$ cat src/rtl/key_event_decoder_if.sv
// Event output channel of key_event_decoder.
// The master drives event_valid/event_code/event_lost and samples event_ready.
// The slave is the event consumer.
interface key_event_decoder_if;
    logic       event_valid;
    logic [1:0] event_code;
    logic       event_ready;
    logic       event_lost;

    modport master (
        output event_valid,
        output event_code,
        input  event_ready,
        output event_lost
    );

    modport slave (
        input  event_valid,
        input  event_code,
        output event_ready,
        input  event_lost
    );
endinterface

$ cat src/rtl/key_event_decoder.sv
// key_event_decoder: classifies a debounced key into short / long / double
// click events using a 1 ms reference. Each event is held in a one-entry
// output slot until the consumer accepts it.
// Optional macro KEY_EVENT_REPEAT_EN adds auto-repeat events while a long
// press is held.
module key_event_decoder #(
    parameter int unsigned LONG_MS   = 1000,
    parameter int unsigned DOUBLE_MS = 300,
    parameter int unsigned REPEAT_MS = 200
) (
    input  logic                 clk,
    input  logic                 rst,
    input  logic                 clk_ms,
    input  logic                 pressed,
    input  logic                 change,
    key_event_decoder_if.master  evt
);

    if (LONG_MS < 1 || LONG_MS > 65535) begin : g_bad_long
        $error("key_event_decoder: LONG_MS out of range 1..65535");
    end
    if (DOUBLE_MS < 1 || DOUBLE_MS > 65535) begin : g_bad_double
        $error("key_event_decoder: DOUBLE_MS out of range 1..65535");
    end
    if (REPEAT_MS < 1 || REPEAT_MS > 65535) begin : g_bad_repeat
        $error("key_event_decoder: REPEAT_MS out of range 1..65535");
    end

    typedef enum logic [2:0] {
        ST_IDLE,
        ST_PRESS1,
        ST_WAIT2,
        ST_PRESS2,
        ST_HELD
    } state_t;

    typedef enum logic [1:0] {
        EV_SHORT  = 2'b00,
        EV_LONG   = 2'b01,
        EV_DOUBLE = 2'b10,
        EV_REPEAT = 2'b11
    } code_t;

    localparam logic [16:0] LONG_C   = 17'(LONG_MS);
    localparam logic [16:0] DOUBLE_C = 17'(DOUBLE_MS);

    // clk_ms synchroniser and rising-edge detector
    logic ms_meta;
    logic ms_sync;
    logic ms_prev;
    logic tick;

    // key level as last reported by change, used to reject repeated strobes
    logic key_level;
    logic press_stb;
    logic rel_stb;
    logic any_stb;

    // state machine and ms counter
    state_t      state;
    state_t      state_nx;
    logic [15:0] cnt;
    logic [16:0] cnt_inc;
    logic        cnt_clr;
    logic        hit_long;
    logic        hit_double;
    logic        ev_fire;
    code_t       ev_code;

    // output slot
    logic       slot_valid;
    logic [1:0] slot_code;
    logic       slot_lost;

    // Two-flop synchroniser plus a history flop for edge detection
    always_ff @(posedge clk or posedge rst) begin
        if (rst) begin
            ms_meta <= 1'b0;
            ms_sync <= 1'b0;
            ms_prev <= 1'b0;
        end else begin
            ms_meta <= clk_ms;
            ms_sync <= ms_meta;
            ms_prev <= ms_sync;
        end
    end

    assign tick = ms_sync & ~ms_prev;

    // Track the debounced level so strobes that repeat it are ignored
    always_ff @(posedge clk or posedge rst) begin
        if (rst) begin
            key_level <= 1'b0;
        end else if (change) begin
            key_level <= pressed;
        end
    end

    // key_level resets to released, so a key held through reset needs a
    // fresh press strobe before anything happens.
    assign press_stb = change &  pressed & ~key_level;
    assign rel_stb   = change & ~pressed &  key_level;
    assign any_stb   = press_stb | rel_stb;

    assign cnt_inc    = {1'b0, cnt} + 17'd1;
    // A strobe in the same cycle discards the tick.
    assign hit_long   = tick & ~any_stb & (cnt_inc == LONG_C);
    assign hit_double = tick & ~any_stb & (cnt_inc == DOUBLE_C);

`ifdef KEY_EVENT_REPEAT_EN
    localparam logic [16:0] REPEAT_C = 17'(REPEAT_MS);
    logic hit_repeat;
    assign hit_repeat = tick & ~any_stb & (cnt_inc == REPEAT_C);
`endif

    // State register
    always_ff @(posedge clk or posedge rst) begin
        if (rst) begin
            state <= ST_IDLE;
        end else begin
            state <= state_nx;
        end
    end

    // Next-state, event generation and counter-clear decode
    always_comb begin
        state_nx = state;
        ev_fire  = 1'b0;
        ev_code  = EV_SHORT;
        cnt_clr  = 1'b0;
        unique case (state)
            ST_IDLE: begin
                if (press_stb) begin
                    state_nx = ST_PRESS1;
                end
            end
            ST_PRESS1: begin
                if (rel_stb) begin
                    state_nx = ST_WAIT2;
                end else if (hit_long) begin
                    ev_fire  = 1'b1;
                    ev_code  = EV_LONG;
                    state_nx = ST_HELD;
                end
            end
            ST_WAIT2: begin
                if (press_stb) begin
                    state_nx = ST_PRESS2;
                end else if (hit_double) begin
                    ev_fire  = 1'b1;
                    ev_code  = EV_SHORT;
                    state_nx = ST_IDLE;
                end
            end
            ST_PRESS2: begin
                if (rel_stb) begin
                    ev_fire  = 1'b1;
                    ev_code  = EV_DOUBLE;
                    state_nx = ST_IDLE;
                end
            end
            ST_HELD: begin
                if (rel_stb) begin
                    state_nx = ST_IDLE;
                end
`ifdef KEY_EVENT_REPEAT_EN
                else if (hit_repeat) begin
                    ev_fire = 1'b1;
                    ev_code = EV_REPEAT;
                    cnt_clr = 1'b1;
                end
`endif
            end
            default: begin
                state_nx = ST_IDLE;
            end
        endcase
        if (state_nx != state) begin
            cnt_clr = 1'b1;
        end
    end

    // ms counter: cleared on state entry (and on repeat), counts surviving ticks
    always_ff @(posedge clk or posedge rst) begin
        if (rst) begin
            cnt <= '0;
        end else if (cnt_clr) begin
            cnt <= '0;
        end else if (tick && !any_stb) begin
            cnt <= cnt + 16'd1;
        end
    end

    // One-entry output slot: load when free or being accepted, else drop and flag
    always_ff @(posedge clk or posedge rst) begin
        if (rst) begin
            slot_valid <= 1'b0;
            slot_code  <= '0;
            slot_lost  <= 1'b0;
        end else if (ev_fire) begin
            if (!slot_valid || evt.event_ready) begin
                slot_valid <= 1'b1;
                slot_code  <= ev_code;
                slot_lost  <= 1'b0;
            end else begin
                slot_lost  <= 1'b1;
            end
        end else begin
            slot_lost <= 1'b0;
            if (evt.event_ready) begin
                slot_valid <= 1'b0;
            end
        end
    end

    assign evt.event_valid = slot_valid;
    assign evt.event_code  = slot_code;
    assign evt.event_lost  = slot_lost;

endmodule

$ cat src/flat_wrapper.sv
// flat-port wrapper written by rule: the top's interface ports become plain ports
module key_event_decoder_flat 
#(
    parameter int unsigned LONG_MS   = 1000,
    parameter int unsigned DOUBLE_MS = 300,
    parameter int unsigned REPEAT_MS = 200
)
  (clk, rst, clk_ms, pressed, change, evt_event_valid, evt_event_code, evt_event_ready, evt_event_lost);
  key_event_decoder_if evt_i ();
  input  logic clk;
  input  logic rst;
  input  logic clk_ms;
  input  logic pressed;
  input  logic change;
  output wire logic [$bits(evt_i.event_valid)-1:0] evt_event_valid;
  output wire logic [$bits(evt_i.event_code)-1:0] evt_event_code;
  input wire logic [$bits(evt_i.event_ready)-1:0] evt_event_ready;
  output wire logic [$bits(evt_i.event_lost)-1:0] evt_event_lost;
  assign evt_event_valid = evt_i.event_valid;
  assign evt_event_code = evt_i.event_code;
  assign evt_i.event_ready = evt_event_ready;
  assign evt_event_lost = evt_i.event_lost;
  key_event_decoder #(.LONG_MS(LONG_MS), .DOUBLE_MS(DOUBLE_MS), .REPEAT_MS(REPEAT_MS)) u_core (.clk(clk), .rst(rst), .clk_ms(clk_ms), .pressed(pressed), .change(change), .evt(evt_i));
endmodule
$ cat config.mk
export PLATFORM = sky130hd
export DESIGN_NAME = key_event_decoder_flat
export DESIGN_NICKNAME = d
export VERILOG_FILES = /design/src/rtl/key_event_decoder_if.sv /design/src/rtl/key_event_decoder.sv /design/src/flat_wrapper.sv
export SDC_FILE = /design/constraint.sdc
export NUM_CORES = 1
export LEC_CHECK = 0
export ABC_AREA = 1
export BUFFER_PORTS_ARGS = -buffer_cell sky130_fd_sc_hd__buf_2
export CAP_MARGIN = 20
export CORE_MARGIN = 3
export CORE_UTILIZATION = 31
export CTS_CLUSTER_SIZE = 16
export DETAILED_ROUTE_END_ITERATION = 6
export GPL_TIMING_DRIVEN = 1
export PLACE_DENSITY = 0.55
export SYNTH_ARGS = -nofsm -noshare
export SYNTH_HDL_FRONTEND = slang
export SYNTH_SLANG_ARGS = --single-unit
$ cat constraint.sdc
create_clock -name clk -period 2.3 [get_ports clk]
set_clock_uncertainty 0.2 [all_clocks]
set_input_delay 0.345 -clock clk [delete_from_list [all_inputs] [get_ports clk]]
set_output_delay 0.345 -clock clk [all_outputs]
set_load 0.01 [all_outputs]
* Word-level counts from Yosys, hierarchy flattened
Index checks and enable logic that the tools add are counted.
** Cells by class
- $add $sub $neg :: 2
- $mul :: 0
- Divide/modulo/power cells :: 0
- Magnitude comparators :: 0
- Equality and inequality tests :: 8
- Shift operators :: 0
- Muxes and demuxes :: 25
- Bitwise operators :: 13
- Reductions and logical operators :: 10
** Operators with widths (number)
- 16-bit 2-to-1 mux :: 2
- 3-bit 2-to-1 mux :: 6
- 16-bit by 1-bit adder with 17-bit output, second input constant :: 1
- 17-bit by 10-bit equality test with 1-bit output, second input constant :: 1
- 17-bit by 9-bit equality test with 1-bit output, second input constant :: 1
- 16-bit by 1-bit adder with 16-bit output, second input constant :: 1
- 1-bit 2-to-1 mux :: 12
- 3-bit case mux with 4 select lines :: 1
- 1-bit bitwise AND :: 8
- 3-bit by 2-bit equality test with 1-bit output, second input constant :: 2
- 2-bit 2-to-1 mux :: 2
- 1-bit NOT :: 4
- 2-bit case mux with 2 select lines :: 1
- 2-bit AND reduction :: 2
- 2-bit nonzero test :: 2
- 3-bit by 1-bit equality test with 1-bit output, second input constant :: 1
- 3-bit equality test, second input constant :: 1
- 3-bit zero test :: 1
- 3-bit != test :: 1
- 1-bit case mux with 3 select lines :: 1
- 1-bit zero test :: 2
- 2-bit != test, second input constant :: 1
- 2-bit OR reduction :: 1
- 1-bit logical AND :: 1
- other kinds (2) :: 2
** Storage, ports and cells
- Flip-flop bits (word level) :: 27
- Bits in latches :: 0
- RAM bits :: 0
- Memory bits (read-only) :: 0
- Bits of input ports :: 6
- Output and inout bits :: 4
- Word-level logic and storage cells :: 67
- Memories kept :: 0

* Longest topological paths before layout
Gate-level depths: netlist of run 1.
- Depth in word-level cells :: 13
- Gate-level depth with buffers :: 19
- Mapped depth without buffers :: 17

* Worst setup path after synthesis of run 1
No wires, ideal clock.
- Path kind :: register -> register
- Start point :: reg u_core.cnt[0]
- End point :: reg u_core.cnt[9]
- Library setup time :: 0.128 ns
- Arrival :: 1.956 ns
- Data required time :: 1.972 ns
- Path slack :: 0.016 ns
- Cell stages (with the launch flop) :: 19
- Buffers on the path :: 2
- Clock period less this slack :: 2.284 ns
- Path through :: dfrtp_1 ha_1 buf_2 nand3_1 nor2_2 nand3_1 nand2_1 nand2_1 inv_1 nand2_1 nor2_2 nand3_1 nand2_1 inv_1 nand2_2 inv_2 nand2_4 buf_12 nor2_4
** Between the ends
- Word-level cells in the longest chain between the ends :: 9
- Elaborated cells between the ends (all ways) :: 16
- Those cells by class :: add/sub: 2; eq/ne: 3; mux: 8; bitwise: 2; reduce/logical: 1
** Ends and longest elaborated chain
- start, declared :: RTL line key_event_decoder.sv:62 : logic [15:0] cnt;
- start signal, assigned :: RTL line key_event_decoder.sv:190 : cnt <= cnt + 16'd1;
- 16-bit by 1-bit adder with 17-bit output :: RTL line key_event_decoder.sv:105 : assign cnt_inc = {1'b0, cnt} + 17'd1;
- 17-bit by 9-bit equality test with 1-bit output / 17-bit by 10-bit equality test with 1-bit output (equally long branches) :: RTL line key_event_decoder.sv:108, key_event_decoder.sv:107
- 1-bit bitwise AND, on equally long branches :: RTL line key_event_decoder.sv:108, key_event_decoder.sv:107
- 3-bit 2-to-1 mux, on equally long branches :: RTL line key_event_decoder.sv:149, key_event_decoder.sv:140
- 3-bit 2-to-1 mux, on equally long branches :: RTL line key_event_decoder.sv:147, key_event_decoder.sv:138
- 3-bit case mux with 4 select lines :: RTL line key_event_decoder.sv:131 : unique case (state)
- 3-bit != test :: RTL line key_event_decoder.sv:178 : if (state_nx != state) begin
- 1-bit 2-to-1 mux :: RTL line key_event_decoder.sv:178
- 16-bit 2-to-1 mux / 2-bit nonzero test (equally long branches)
Several ways; a longest one is shown, not always the timed one. The select of a mux whose other input is x is not followed.
A chain may end at the register's enable or synchronous reset.

* Final worst setup path of run 1
- Start point :: reg u_core.cnt[2]
- End point :: reg u_core.cnt[10]
** Between the ends
- Word-level cells in the longest chain between the ends :: 9
- Elaborated cells between the ends (all ways) :: 16
- Those cells by class :: add/sub: 2; eq/ne: 3; mux: 8; bitwise: 2; reduce/logical: 1
** Ends and longest elaborated chain
- 16-bit by 1-bit adder with 17-bit output * :: RTL line key_event_decoder.sv:105
- 17-bit by 9-bit equality test with 1-bit output / 17-bit by 10-bit equality test with 1-bit output (equally long branches) :: RTL line key_event_decoder.sv:108, key_event_decoder.sv:107
- 1-bit bitwise AND, on equally long branches :: RTL line key_event_decoder.sv:108, key_event_decoder.sv:107
- 3-bit 2-to-1 mux, on equally long branches :: RTL line key_event_decoder.sv:149, key_event_decoder.sv:140
- 3-bit 2-to-1 mux, on equally long branches :: RTL line key_event_decoder.sv:147, key_event_decoder.sv:138
- 3-bit case mux with 4 select lines * :: RTL line key_event_decoder.sv:131
- net u_core.state_nx[0] :: RTL line key_event_decoder.sv:61 : state_t state_nx;
- 3-bit != test * :: RTL line key_event_decoder.sv:178
- 1-bit 2-to-1 mux * :: RTL line key_event_decoder.sv:178
- 16-bit 2-to-1 mux / 2-bit nonzero test (equally long branches)
The timed path passes the listed nets; every way through them passes the cells marked *. The select of a mux whose other input is x is not followed.

==> flow_metrics.py, run 1 <==
metrics = {
    "yosys": {
        "synthSimpleGateAreaFrac": 0.4254,
        "yosysWarnings": 0,
        "ys_types": 25,
        "ys_seq_area_frac": 0.3711,
        "synth_top_family_by_area": "simple AND/OR/NAND/NOR gates",
        "synth-compound-area-share": 0.06667,
        "synthAdderAreaFrac": 0.01375,
        "synth_edf_count": 0,
        "async_flop_share": 1.000,
        "synth_area_um2": 1820,
        "synthXorXnorAreaFrac": 0.01443,
        "yosysMostFrequentCell": "nand2_1",
        "synth_flop_cell": "dfrtp_1",
        "muxShareOfSynthArea": 0,
        "syn_inst": 270,
        "synthTopCellsByCount": "80 x nand2_1, 38 x inv_1, 27 x dfrtp_1",
        "netlist.area_leader.share": 0.3711,
        "ys_seq_elements": 27,
        "avgSynthCellArea_um2": 6.743,
        "syn_nets": 278,
        "yosys-top-cells-area": "dfrtp_1 37%, nand2_1 16%, inv_1 7.8%",
        "synth_area_leader_cell": "dfrtp_1",
    },
    "die": {
        "io_pins": 10,
        "core_um2": 5608,
        "die_h_um": 82.63,
        "chipWidth_um": 82.63,
        "dieArea_um2": 6828,
        "rows": 27,
        "initial_core_util": 0.3246,
    },
    "timing": {
        "finalCritPeriodShare": 1.003,
        "maxSlewViolCount": 0,
        "slew_headroom": 0.7085,
        "holdWs_ns": 0.08813,
        "post-route-min-period_ns": 2.307,
        "rsz0062_at_grt": "yes",
        "finalSetupViolCount": 9,
        "fmax_mhz": 433.4,
        "hold_violations": 0,
        "tightest_slew_ns": 0.4367,
        "worst_slack_ns": -0.007352,
    },
    "cts": {
        "cts_tree": "built",
        "cts_root_buf": "clkbuf_8",
        "clockBufferDepth": 2,
        "cts_made_buffers": 3,
        "clk_pin_slew_ns": 0.10,
        "clock_sinks": 27,
        "cts_max_level": 1,
        "clkLatencyLatePin_ns": 0.28,
    },
    "pwr": {
        "p_leak_nw": 1.166,
        "p_per_area_nw_per_um2": 856.0,
        "finalPower_mw": 2.045,
        "irDropWorstVdd_v": 0.0007690,
    },
    "layout": {
        "layout-drive-gt1-share": 0.3121,
        "final_core_util": 0.4259,
        "instances_no_fill": 386,
        "nets": 323,
        "area_growth_pct": 31.20,
        "diodes": 0,
    },
    "critical_path": {
        "r2r_setup_slack_ns": -0.007,
        "r2r_start": "u_core.cnt[2]$_DFFE_PP0P_",
        "path_max_fanout": 8,
        "cp-start-kind": "flip-flop",
        "crit_type": "reg2reg",
        "worstPathArrival_ns": 2.27,
        "worstPathRequired_ns": 2.27,
        "reg2reg_to": "u_core.cnt[10]$_DFFE_PP0P_",
        "cp-end-kind": "flip-flop",
        "worstRegToRegCells": 16,
    },
    "grt": {
        "grt-ovfl-total": 0,
        "track_usage": 0.1436,
        "antenna_found_initial": 0,
        "grt_max_degree": 19,
        "grt_pass1_wl_um": 7548,
        "grt_pass1_vias": 1695,
    },
    "status": {
        "status": "finished with violations",
        "violations": "setup timing",
    },
    "routing": {
        "ant_nets": 0,
        "wire_per_inst_um": 11.34,
        "viasPerCell": 4.500,
        "num_vias": 1737,
        "drt-initial-drc-count": 100,
        "wirelength_um": 4379,
        "first_pass_iters": 4,
        "post-route-drc-count": 0,
    },
    "placed_design": {
        "routabilityCongestion": 0.8339,
        "hpwlAfterDp_um": 3142,
        "port_buffers": 9,
        "placedCellCount": 370,
    },
    "min_path": {
        "min_path_cells": 2,
        "hp-start": "change",
        "whs_endpoint": "u_core.key_level$_DFFE_PP0P_",
        "min_path_type": "in2reg",
    },
    "job": {
        "max-cap-violations": 0,
    },
}
## critical path, cell delays in order (launching register included)
cell and delay, ns:
dfrtp_2 0.46, buf_12 0.13, nand2_4 0.04, nor2_4 0.18
nand3_2 0.12, nand2_1 0.07, nand2_1 0.06, nor2_1 0.09
nand2_1 0.10, nor2_2 0.14, nand2_1 0.09, nand2_2 0.09
nand2_2 0.06, nand2_2 0.08, nand2_4 0.10, nand2_8 0.14
nor2_4 0.03
## per-layer routing
layer | wire length, um | track usage | up-vias
li1 | - | - | 931
met4 | 39 | 0.03268 | 0
met5 | 0 | 0 | -
met1 | 2176 | 0.1861 | 784
met2 | 2058 | 0.2492 | 17
met3 | 104 | 0.02386 | 5
## layout make-up
| cell class | instances | area, um2 |
|---|---|---|
| fillers | 602 | 3219 |
| multi-input cells | 198 | 1087 |
| flip-flops and latches | 27 | 676.9 |
| repair buffers | 44 | 332.8 |
| inverters | 41 | 156.4 |
| well taps | 72 | 90.09 |
| clock buffers | 4 | 45.04 |
## cells in the final DEF, fill, tap and decap left out, drive strengths merged
cell	count
nor3	3
ha	2
a21oi	4
xor2	2
inv	40
dlygate4sd3	2
dfrtp	27
buf	42
nor4	1
xnor2	1
nand3	28
nand4	6
a31oi	1
clkbuf	4
nand2	89
nor2	42
o21ai	19
clkinv	1
## report_power, final
| part | switching (mW) | internal, mW |
|---|---|---|
| sequential | 0.116 | 0.580 |
| combinational | 0.657 | 0.405 |
| clock | 0.161 | 0.125 |
| total | 0.935 | 1.11 |
## timing repair
item	CTS	global route
pin swaps	12	14
endpoints found under the setup margin	20	22
setup buffers	6	3
cloned	1	0
hold buffers	2	0
gates resized for setup	20	17
hold endpoints to repair	12	0
## registers in the layout (all words and copies together), names as in the netlist
register                cells
u_core.cnt                 16
u_core.evt.event_code       2
u_core.ms_sync              1
u_core.ms_meta              1
u_core.state                3
u_core.evt.event_lost       1
u_core.key_level            1
u_core.ms_prev              1
u_core.evt.event_valid      1
## kinds of logic (layout without fill, tap and decap cells)
logic type,count (synthesis),in the layout
compound gates,24,24
xor+xnor,3,3
fa+ha+maj,2,2
buf+inv,46,89
flops,27,27
simple gates,168,169
## stage by stage
| step | instance area [um2] | TNS, ns | setup WS [ns] |
|---|---|---|---|
| 3_3_place_gp | 2092 | -3.172 | -0.2037 |
| 6_report | 2389 | -0.04109 | -0.007352 |
| 2_1_floorplan | 1821 | 0 | 0.01646 |
| 3_5_place_dp | 2092 | -3.658 | -0.2398 |
| 4_1_cts | 2302 | -0.04862 | -0.008338 |
| 5_1_grt | 2389 | -3.380 | -0.1950 |
## worst max path at each step
| stage | end | slack [ns] | start |
|---|---|---|---|
| after floorplan | u_core.cnt[9]$_DFFE_PP0P_ | 0.02 | u_core.cnt[0]$_DFFE_PP0P_ |
| after global placement | u_core.cnt[5]$_DFFE_PP0P_ | -0.20 | u_core.cnt[0]$_DFFE_PP0P_ |
| after detailed placement | u_core.cnt[7]$_DFFE_PP0P_ | -0.24 | u_core.cnt[0]$_DFFE_PP0P_ |
| after CTS | u_core.cnt[13]$_DFFE_PP0P_ | -0.008 | u_core.cnt[0]$_DFFE_PP0P_ |
| after global routing | u_core.cnt[10]$_DFFE_PP0P_ | -0.19 | u_core.cnt[2]$_DFFE_PP0P_ |
| final | u_core.cnt[10]$_DFFE_PP0P_ | -0.007 | u_core.cnt[2]$_DFFE_PP0P_ |
(Power assumes the default switching activity.)
==> run 2, diff against run 1 <==
--- a/config.mk
+++ b/config.mk
@@ -13,7 +13,8 @@
 export CTS_CLUSTER_SIZE = 16
 export DETAILED_ROUTE_END_ITERATION = 6
 export GPL_TIMING_DRIVEN = 1
-export PLACE_DENSITY = 0.55
+export HOLD_SLACK_MARGIN = 0.12
+export PLACE_DENSITY = 0.5
 export SYNTH_ARGS = -nofsm -noshare
 export SYNTH_HDL_FRONTEND = slang
 export SYNTH_SLANG_ARGS = --single-unit
==> flow_metrics.py, run 2 (synthesis results as in run 1) <==
metrics = {
    "status": {
        "status": "finished, final reports clean",
    },
    "critical_path": {
        "cp-start-kind": "flip-flop",
        "path_max_fanout": 8,
        "worstPathArrival_ns": 2.26,
        "critPathLaunch": "u_core.cnt[0]$_DFFE_PP0P_",
        "crit_type": "reg2reg",
        "cp-end-kind": "flip-flop",
        "worstPathRequired_ns": 2.28,
        "r2r_start": "u_core.cnt[0]$_DFFE_PP0P_",
    },
    "routing": {
        "drt-initial-drc-count": 70,
        "viasPerCell": 4.546,
        "wire_per_inst_um": 11.80,
        "first_pass_iters": 4,
        "wirelength_um": 4601,
        "post-route-drc-count": 0,
        "num_vias": 1773,
        "ant_nets": 0,
    },
    "pwr": {
        "finalPower_mw": 2.151,
        "p_leak_nw": 1.207,
        "p_per_area_nw_per_um2": 845.5,
        "irDropWorstVdd_v": 0.0006049,
    },
    "die": {
        "chipWidth_um": 82.63,
        "rows": 27,
        "dieArea_um2": 6828,
        "io_pins": 10,
        "initial_core_util": 0.3246,
        "die_h_um": 82.63,
        "core_um2": 5608,
    },
    "timing": {
        "maxSlewViolCount": 0,
        "tns_ns": 0,
        "worst_slack_ns": 0.01800,
        "post-route-min-period_ns": 2.282,
        "holdWs_ns": 0.1605,
        "rsz0062_at_grt": "yes",
        "slew_headroom": 0.7281,
        "tightest_slew_ns": 0.4041,
        "fmax_mhz": 438.2,
        "finalSetupViolCount": 0,
        "hold_violations": 0,
        "finalCritPeriodShare": 0.9922,
    },
    "cts": {
        "cts_max_level": 1,
        "clkLatencyLatePin_ns": 0.28,
        "cts_root_buf": "clkbuf_8",
        "clockBufferDepth": 2,
        "clock_sinks": 27,
        "cts_tree": "built",
        "cts_made_buffers": 3,
        "clk_pin_slew_ns": 0.11,
    },
    "layout": {
        "final_cell_area_um2": 2544,
        "area_growth_pct": 39.73,
        "layout_common_cells": "66 x nand2_1, 36 x inv_1, 28 x buf_4",
        "largest_register_ffs": 16,
        "nets": 327,
        "seqCellArea_um2": 678.2,
        "multi_input_area_um2": 1187,
        "top_register": "u_core.cnt",
        "diodes": 0,
        "layout_commonest_cell": "nand2_1",
        "fillers": 594,
        "layout-drive-gt1-share": 0.3711,
    },
    "placed_design": {
        "place_area_um2": 2100,
        "dpl_worst_slack_ns": -0.1621,
        "hpwlAfterDp_um": 3204,
        "routabilityCongestion": 0.8476,
        "port_buffers": 9,
    },
    "grt": {
        "grt-ovfl-total": 0,
        "grt_pass1_wl_um": 7700,
        "grt_max_degree": 28,
        "track_usage": 0.1469,
        "grt_pass1_vias": 1708,
        "antenna_found_initial": 0,
    },
    "min_path": {
        "min_path_type": "reg2reg",
        "hp-start": "u_core.ms_meta$_DFF_PP0_",
    },
    "job": {
        "max-cap-violations": 0,
    },
}
==> run 2: final timing paths <==
kind                       slack [ns]  cells past startpoint                         end
max                              0.02                     16   u_core.cnt[2]$_DFFE_PP0P_
min                              0.16                      0    u_core.ms_sync$_DFF_PP0_
max reg2reg                      0.02                     16   u_core.cnt[2]$_DFFE_PP0P_
min reg2reg                      0.16                      0    u_core.ms_sync$_DFF_PP0_
max in group asynchronous        1.16                      4   u_core.cnt[3]$_DFFE_PP0P_
min in group asynchronous        0.45                      4  u_core.cnt[14]$_DFFE_PP0P_
==> run 2: where the power goes <==
group          switching, mW  total, mW  internal, mW
registers              0.114      0.696         0.581
clock network          0.169      0.297         0.128
logic                  0.715       1.16         0.443
total                  0.999       2.15          1.15
==> run 2: critical path: stages (launching register included) <==
cell	delay, ns
dfrtp_1	0.43
ha_4	0.20
nand3_2	0.09
nor2_4	0.05
buf_4	0.14
nand2_1	0.06
nand2_1	0.06
nor2_2	0.11
nand3_2	0.10
nor2_4	0.14
nand2_2	0.06
nand2_2	0.09
nand2_2	0.06
nand2_2	0.08
nand2_4	0.10
nand2_8	0.14
nor2_1	0.05
==> run 2: metrics by stage <==
stage            util  cells
3_3_place_gp   0.3744    371
3_5_place_dp   0.3744    371
5_1_grt        0.4536    390
4_1_cts        0.4201    385
2_1_floorplan       -    270
6_report       0.4536    390
==> run 2: area by class of cell <==
class / instances / area share
multi-input combinational: 198 / 0.4668
sequential: 27 / 0.2666
timing repair buffer: 48 / 0.1500
inverter: 41 / 0.06149
tap: 72 / 0.03542
clock buffer: 3 / 0.01623
clock inverter: 1 / 0.003443
==> run 2: what timing repair did <==
| item | CTS | global route |
|---|---|---|
| pin swaps | 12 | 24 |
| resized for setup | 22 | 46 |
| cloned | 1 | 0 |
| endpoints found under the hold margin | 30 | 0 |
| hold buffers | 5 | 0 |
| setup buffers | 4 | 5 |
| endpoints found under the setup margin | 20 | 21 |
==> run 2: metal layers <==
layer | up-vias | global-route usage | part of all wire
met2 | 26 | 0.2476 | 0.48
met5 | - | 0 | 0
met1 | 801 | 0.1925 | 0.48
met3 | 6 | 0.03145 | 0.032
li1 | 940 | - | -
met4 | 0 | 0.03268 | 0.012
